$ cat src/rtl/load_store_unit_pkg.sv
// Shared types for the load/store unit: FSM states, timeout default,
// and the decoded-instruction enums the execute stage hands over.
package load_store_unit_pkg;

    localparam int TIMEOUT_DEFAULT = 255;

    typedef enum logic [1:0] {
        S_IDLE,
        S_REQ,
        S_WAIT_RESP,
        S_DONE
    } lsu_state_t;

    typedef enum logic [1:0] {
        INSTR_NONE,
        INSTR_LW,
        INSTR_SW
    } instruction_set_t;

    typedef enum logic [1:0] {
        ENC_R,
        ENC_I,
        ENC_S
    } encoding_type_t;

    // A request is only meaningful when exactly one op select is raised.
    function automatic logic op_valid(input logic ld, input logic st);
        return ld ^ st;
    endfunction

endpackage

$ cat src/rtl/lsu_timeout_counter.sv
// 8-bit wait counter: clears on state entry, counts while waiting,
// flags the last permitted cycle so the FSM can abort on the next edge.
module lsu_timeout_counter
    import load_store_unit_pkg::*;
#(
    parameter int TIMEOUT = TIMEOUT_DEFAULT
) (
    input  logic clk,
    input  logic rst_n,
    input  logic clr,
    input  logic inc,
    output logic expired
);

    localparam logic [7:0] LIMIT = 8'(TIMEOUT - 1);

    logic [7:0] cnt;

    // Count waiting cycles; hold at the limit rather than wrap.
    always_ff @(posedge clk) begin
        if (!rst_n)
            cnt <= 8'd0;
        else if (clr)
            cnt <= 8'd0;
        else if (inc && !expired)
            cnt <= cnt + 8'd1;
    end

    // cnt holds the number of full waiting cycles already spent, so the
    // TIMEOUT-th waiting cycle is the one where cnt == TIMEOUT-1.
    assign expired = (cnt == LIMIT);

endmodule

$ cat src/rtl/load_store_unit.sv
// Single-outstanding LW/SW unit between the execute stage and a
// req/gnt + rvalid memory port. Misaligned requests and memory stalls
// longer than TIMEOUT cycles complete with err instead of hanging.
module load_store_unit
    import load_store_unit_pkg::*;
#(
    parameter int TIMEOUT = TIMEOUT_DEFAULT
) (
    input  logic        clk,
    input  logic        rst_n,
    input  logic        start,
    input  logic        is_load,
    input  logic        is_store,
    input  logic [31:0] addr,
    input  logic [31:0] wdata,
    input  logic [4:0]  rd,
    output logic        busy,
    output logic        done,
    output logic        err,
    output logic [31:0] rdata_out,
    output logic [4:0]  rd_out,
    output logic        wb_en,
    output logic        mem_req,
    output logic        mem_we,
    output logic [31:0] mem_addr,
    output logic [31:0] mem_wdata,
    input  logic        mem_gnt,
    input  logic        mem_rvalid,
    input  logic [31:0] mem_rdata
);

    lsu_state_t state;
    logic       op_load;
    logic       misal;
    logic       accept;
    logic       cnt_clr;
    logic       cnt_inc;
    logic       expired;

    assign accept = (state == S_IDLE) && start && op_valid(is_load, is_store);

    // Counter restarts on every entry into a waiting state.
    assign cnt_clr = accept ||
                     ((state == S_REQ) && !misal && mem_gnt && op_load);
    assign cnt_inc = (state == S_REQ) || (state == S_WAIT_RESP);

    lsu_timeout_counter #(.TIMEOUT(TIMEOUT)) u_timeout (
        .clk     (clk),
        .rst_n   (rst_n),
        .clr     (cnt_clr),
        .inc     (cnt_inc),
        .expired (expired)
    );

    // Main FSM; every port output is registered here.
    always_ff @(posedge clk) begin
        if (!rst_n) begin
            state     <= S_IDLE;
            busy      <= 1'b0;
            done      <= 1'b0;
            err       <= 1'b0;
            wb_en     <= 1'b0;
            mem_req   <= 1'b0;
            mem_we    <= 1'b0;
            mem_addr  <= 32'd0;
            mem_wdata <= 32'd0;
            rdata_out <= 32'd0;
            rd_out    <= 5'd0;
            op_load   <= 1'b0;
            misal     <= 1'b0;
        end else begin
            done  <= 1'b0;
            err   <= 1'b0;
            wb_en <= 1'b0;
            case (state)
                S_IDLE: begin
                    if (accept) begin
                        // Misaligned requests still spend one cycle in REQ
                        // (with the bus idle) so error latency matches a store.
                        state     <= S_REQ;
                        busy      <= 1'b1;
                        mem_addr  <= addr;
                        mem_wdata <= wdata;
                        rd_out    <= rd;
                        op_load   <= is_load;
                        misal     <= (addr[1:0] != 2'b00);
                        mem_req   <= (addr[1:0] == 2'b00);
                        mem_we    <= (addr[1:0] == 2'b00) && is_store;
                    end
                end
                S_REQ: begin
                    if (misal) begin
                        state <= S_DONE;
                        done  <= 1'b1;
                        err   <= 1'b1;
                    end else if (mem_gnt) begin
                        mem_req <= 1'b0;
                        mem_we  <= 1'b0;
                        if (op_load) begin
                            state <= S_WAIT_RESP;
                        end else begin
                            state <= S_DONE;
                            done  <= 1'b1;
                        end
                    end else if (expired) begin
                        mem_req <= 1'b0;
                        mem_we  <= 1'b0;
                        state   <= S_DONE;
                        done    <= 1'b1;
                        err     <= 1'b1;
                    end
                end
                S_WAIT_RESP: begin
                    if (mem_rvalid) begin
                        rdata_out <= mem_rdata;
                        state     <= S_DONE;
                        done      <= 1'b1;
                        wb_en     <= 1'b1;
                    end else if (expired) begin
                        state <= S_DONE;
                        done  <= 1'b1;
                        err   <= 1'b1;
                    end
                end
                S_DONE: begin
                    state <= S_IDLE;
                    busy  <= 1'b0;
                end
                default: begin
                    state <= S_IDLE;
                    busy  <= 1'b0;
                end
            endcase
        end
    end

endmodule
$ cat config.mk
export PLATFORM = sky130hd
export DESIGN_NAME = load_store_unit
export DESIGN_NICKNAME = d
export VERILOG_FILES = /design/src/rtl/load_store_unit_pkg.sv /design/src/rtl/lsu_timeout_counter.sv /design/src/rtl/load_store_unit.sv
export SDC_FILE = /design/constraint.sdc
export NUM_CORES = 1
export LEC_CHECK = 0
export CAP_MARGIN = 20
export CORE_AREA = 2 2 90 135
export CTS_CLUSTER_DIAMETER = 100
export DETAILED_ROUTE_END_ITERATION = 10
export DIE_AREA = 0 0 92 137
export PLACE_DENSITY_LB_ADDON = 0.08
export SYNTH_ARGS = -nofsm -noshare
export SYNTH_HDL_FRONTEND = slang
export SYNTH_SLANG_ARGS = --single-unit
$ cat constraint.sdc
create_clock -name clk -period 1.7 [get_ports clk]
set_input_delay 0.34 -clock clk [delete_from_list [all_inputs] [get_ports clk]]
set_output_delay 0.34 -clock clk [all_outputs]
set_load 0.005 [all_outputs]
==> metrics.yaml <==
timing:
  setup_tns_ns: 0
  fmax_mhz: 614
  holdWs_ns: 0.341
  final_max_slew_viol_count: 0
  setup_viol: 0
  period_share_pct: 95.9
  worstMarginPinSlew_ns: 0.373
  slew_headroom_pct: 74.9
  hold_viol_final: 0
  clock_skew_ns: 0.00782
  period_needed_ns: 1.63
min_path:
  holdPathStages: 2
  hold_path.class: "input port to flop"
floorplanning:
  die_y_microns: 137
  core_area_sq_um: 11400
  io_pins: 215
  start_util_pct: 41.4
  fp-row-count: 48
  fp.dieW_microns: 92
  dieArea_sq_um: 12600
layout:
  drive_gt1_share_pct: 8.15
  regArea_sq_um: 2380
  n_antenna_cell: 0
  nets: 887
  multi_input_area_sq_um: 2130
  n_fill_cell: 954
  area_growth_pct: 65.2
synthesis:
  synth_largest_area_cell: "dfxtp_1"
  ys.flop_type: "dfxtp_1"
  synth_area_leaders: "dfxtp_1 (50%), nand2_1 (17%), a21boi_1 (11%)"
  ys_ff_latch: 119
  synth-edff-count: 0
  syn_area_per_cell_sq_um: 8.55
  netlist_instances: 553
  synth_top_cell_area_share_pct: 50.4
  yosysSeqAreaShare_pct: 50.4
  yosys-top-cells-count: "nand2_1 (215), dfxtp_1 (119), a21boi_1 (69)"
  synthesis.area_sq_um: 4730
  yosysMostFrequentCell: "nand2_1"
  yosys_warnings: 0
  ys_types: 38
  syn-num-nets: 668
  synthArstFlopShare_pct: 0
run:
  maxCapViolCount: 0
critical_path:
  startpoint_type: "flop"
  path_cells: "clkdlybuf4s50_1"
  critPathMaxStageDelay_ns: 0.54
  worstPathArrival_ns: 1.29
  rrSetupSlack_ns: 0.12
  crit_buf_inv: 1
  path_max_fanout: 2
  crit_required_ns: 1.36
  cp.depth: 1
  slowest_stage: "clkdlybuf4s50_1"
  crit_family: "buffers and inverters"
  endpoint_kind: "output pin"
  critical_path_class: "flop to output pin"
  r2r_cells: 6
power_and_ir_drop:
  p_leak_nw: 2.85
  total_power_mw: 8.63
  powerDensity_nw_per_um2: 1100
  peakVddDrop_mv: 0.819
placed_design:
  globalplace.congestion: 0.916
  io_buffers: 214
  dpl.hpwl_microns: 9510
global_route:
  grt.total_usage_pct: 21.3
  antenna_found_initial: 0
  grt_pass1_wl_microns: 21400
  grt_max_degree: 66
  grt-ovfl-total: 0
  grt_pass1_vias: 4507
clocking:
  cts-buffers-inserted: 17
  clkSinkCount: 119
  clk_latency_ns: 0.41
  ctsHoldBuffers: 0
  cts_tree: "yes"
  clk_pin_slew_ns: 0.06
  clock_path_buffers: 2
  clock-root-buffer: "clkbuf_16"
  htreeDepth: 4
routing:
  drt_pre_antenna_iters: 4
  ant_nets: 0
  wl_per_cell_microns: 14.2
  drc: 0
  totalWireLength_microns: 13300
  first_iter_violations: 133
  via_count: 4493
  via_per_inst: 4.81
status:
  status: "finished clean"
final cells by class:
class	count	area share, %
Multi-Input combinational cell	393	27.3
Tap cell	150	2.40
Inverter	5	0.240
Clock buffer	21	6.02
Sequential cell	119	30.5
Clock inverter	11	2.50
Timing Repair Buffer	236	31.0
layout by cell type, fill, tap and decap left out, types with 2 or more instances in the layout:
master | synthesis | final
nand2_1 | 215 | 214
clkdlybuf4s50_1 | 0 | 213
dfxtp_1 | 119 | 119
a21boi_1 | 69 | 69
a21boi_0 | 33 | 33
clkbuf_16 | 0 | 18
nor2_1 | 12 | 12
buf_4 | 0 | 12
buf_12 | 0 | 8
ha_1 | 7 | 7
o21ai_0 | 6 | 6
a21oi_1 | 6 | 6
and3_1 | 5 | 5
xnor2_1 | 5 | 5
bufinv_16 | 0 | 5
inv_1 | 5 | 4
nand4_1 | 4 | 4
o211ai_1 | 3 | 3
nand3_1 | 3 | 3
mux2i_1 | 3 | 3
clkinvlp_4 | 0 | 3
clkbuf_8 | 0 | 3
nor2b_1 | 2 | 2
nor3_1 | 2 | 2
clkinv_4 | 0 | 2
registers in the layout, indices dropped and copies added (netlist names), 2 cells and up:
signal	count
state	2
mem_wdata	32
rdata_out	32
u_timeout.cnt	8
rd_out	5
mem_addr	32
kinds of logic after synthesis:
logic type	count (synthesis)	share of synthesized area, %
AO/OA/AOI/OAI	124	19.2
XOR/XNOR	7	1.46
adder cells (fa/ha/maj)	7	1.85
buffers and inverters	41	4.84
flip-flops	119	50.4
multiplexers	3	0.635
AND/OR/NAND/NOR	252	21.7
routing by layer:
metal  global-route usage [%]  wire (microns)
met5                        0               0
met4                     11.0             431
met3                     6.55             980
met2                     36.8            6770
met1                     23.6            5140
where the power goes:
group          leakage, nW  total [mW]  switching, mW  internal (mW)
combinational         1.57        1.55          0.664          0.889
sequential           0.966        3.10          0.110           2.99
clock                0.315        3.98           1.26           2.72
path summary, 6_finish.rpt:
path | start | endpoint
setup / recovery | rdata_out[23]$_SDFFE_PN0P_ | rdata_out[23]
hold / removal | rst_n | rdata_out[8]$_SDFFE_PN0P_
setup reg to reg | state[0]$_SDFFE_PN0N_ | state[0]$_SDFFE_PN0N_
hold reg to reg | mem_wdata[26]$_SDFFE_PN0P_ | mem_wdata[26]$_SDFFE_PN0P_
metrics by stage:
step / area [sq um] / utilization [%] / setup slack [ns] / std cells
final: 7810 / 68.4 / 0.0705 / 935
after global routing: 7810 / 68.4 / -0.00729 / 935
after CTS: 7750 / 67.9 / 0.0416 / 933
after detailed placement: 7080 / 62.1 / -0.155 / 901
after global placement: 7080 / 62.1 / -0.132 / 901
after floorplan: 4730 / - / 0.151 / 553
what timing repair did:
action / in CTS / in global routing
endpoints found under the setup margin: 0 / 39
buffers inserted: 0 / 1
hold endpoints to repair: 0 / 0
resized for setup: 0 / 5
(Power assumes the default switching activity.)
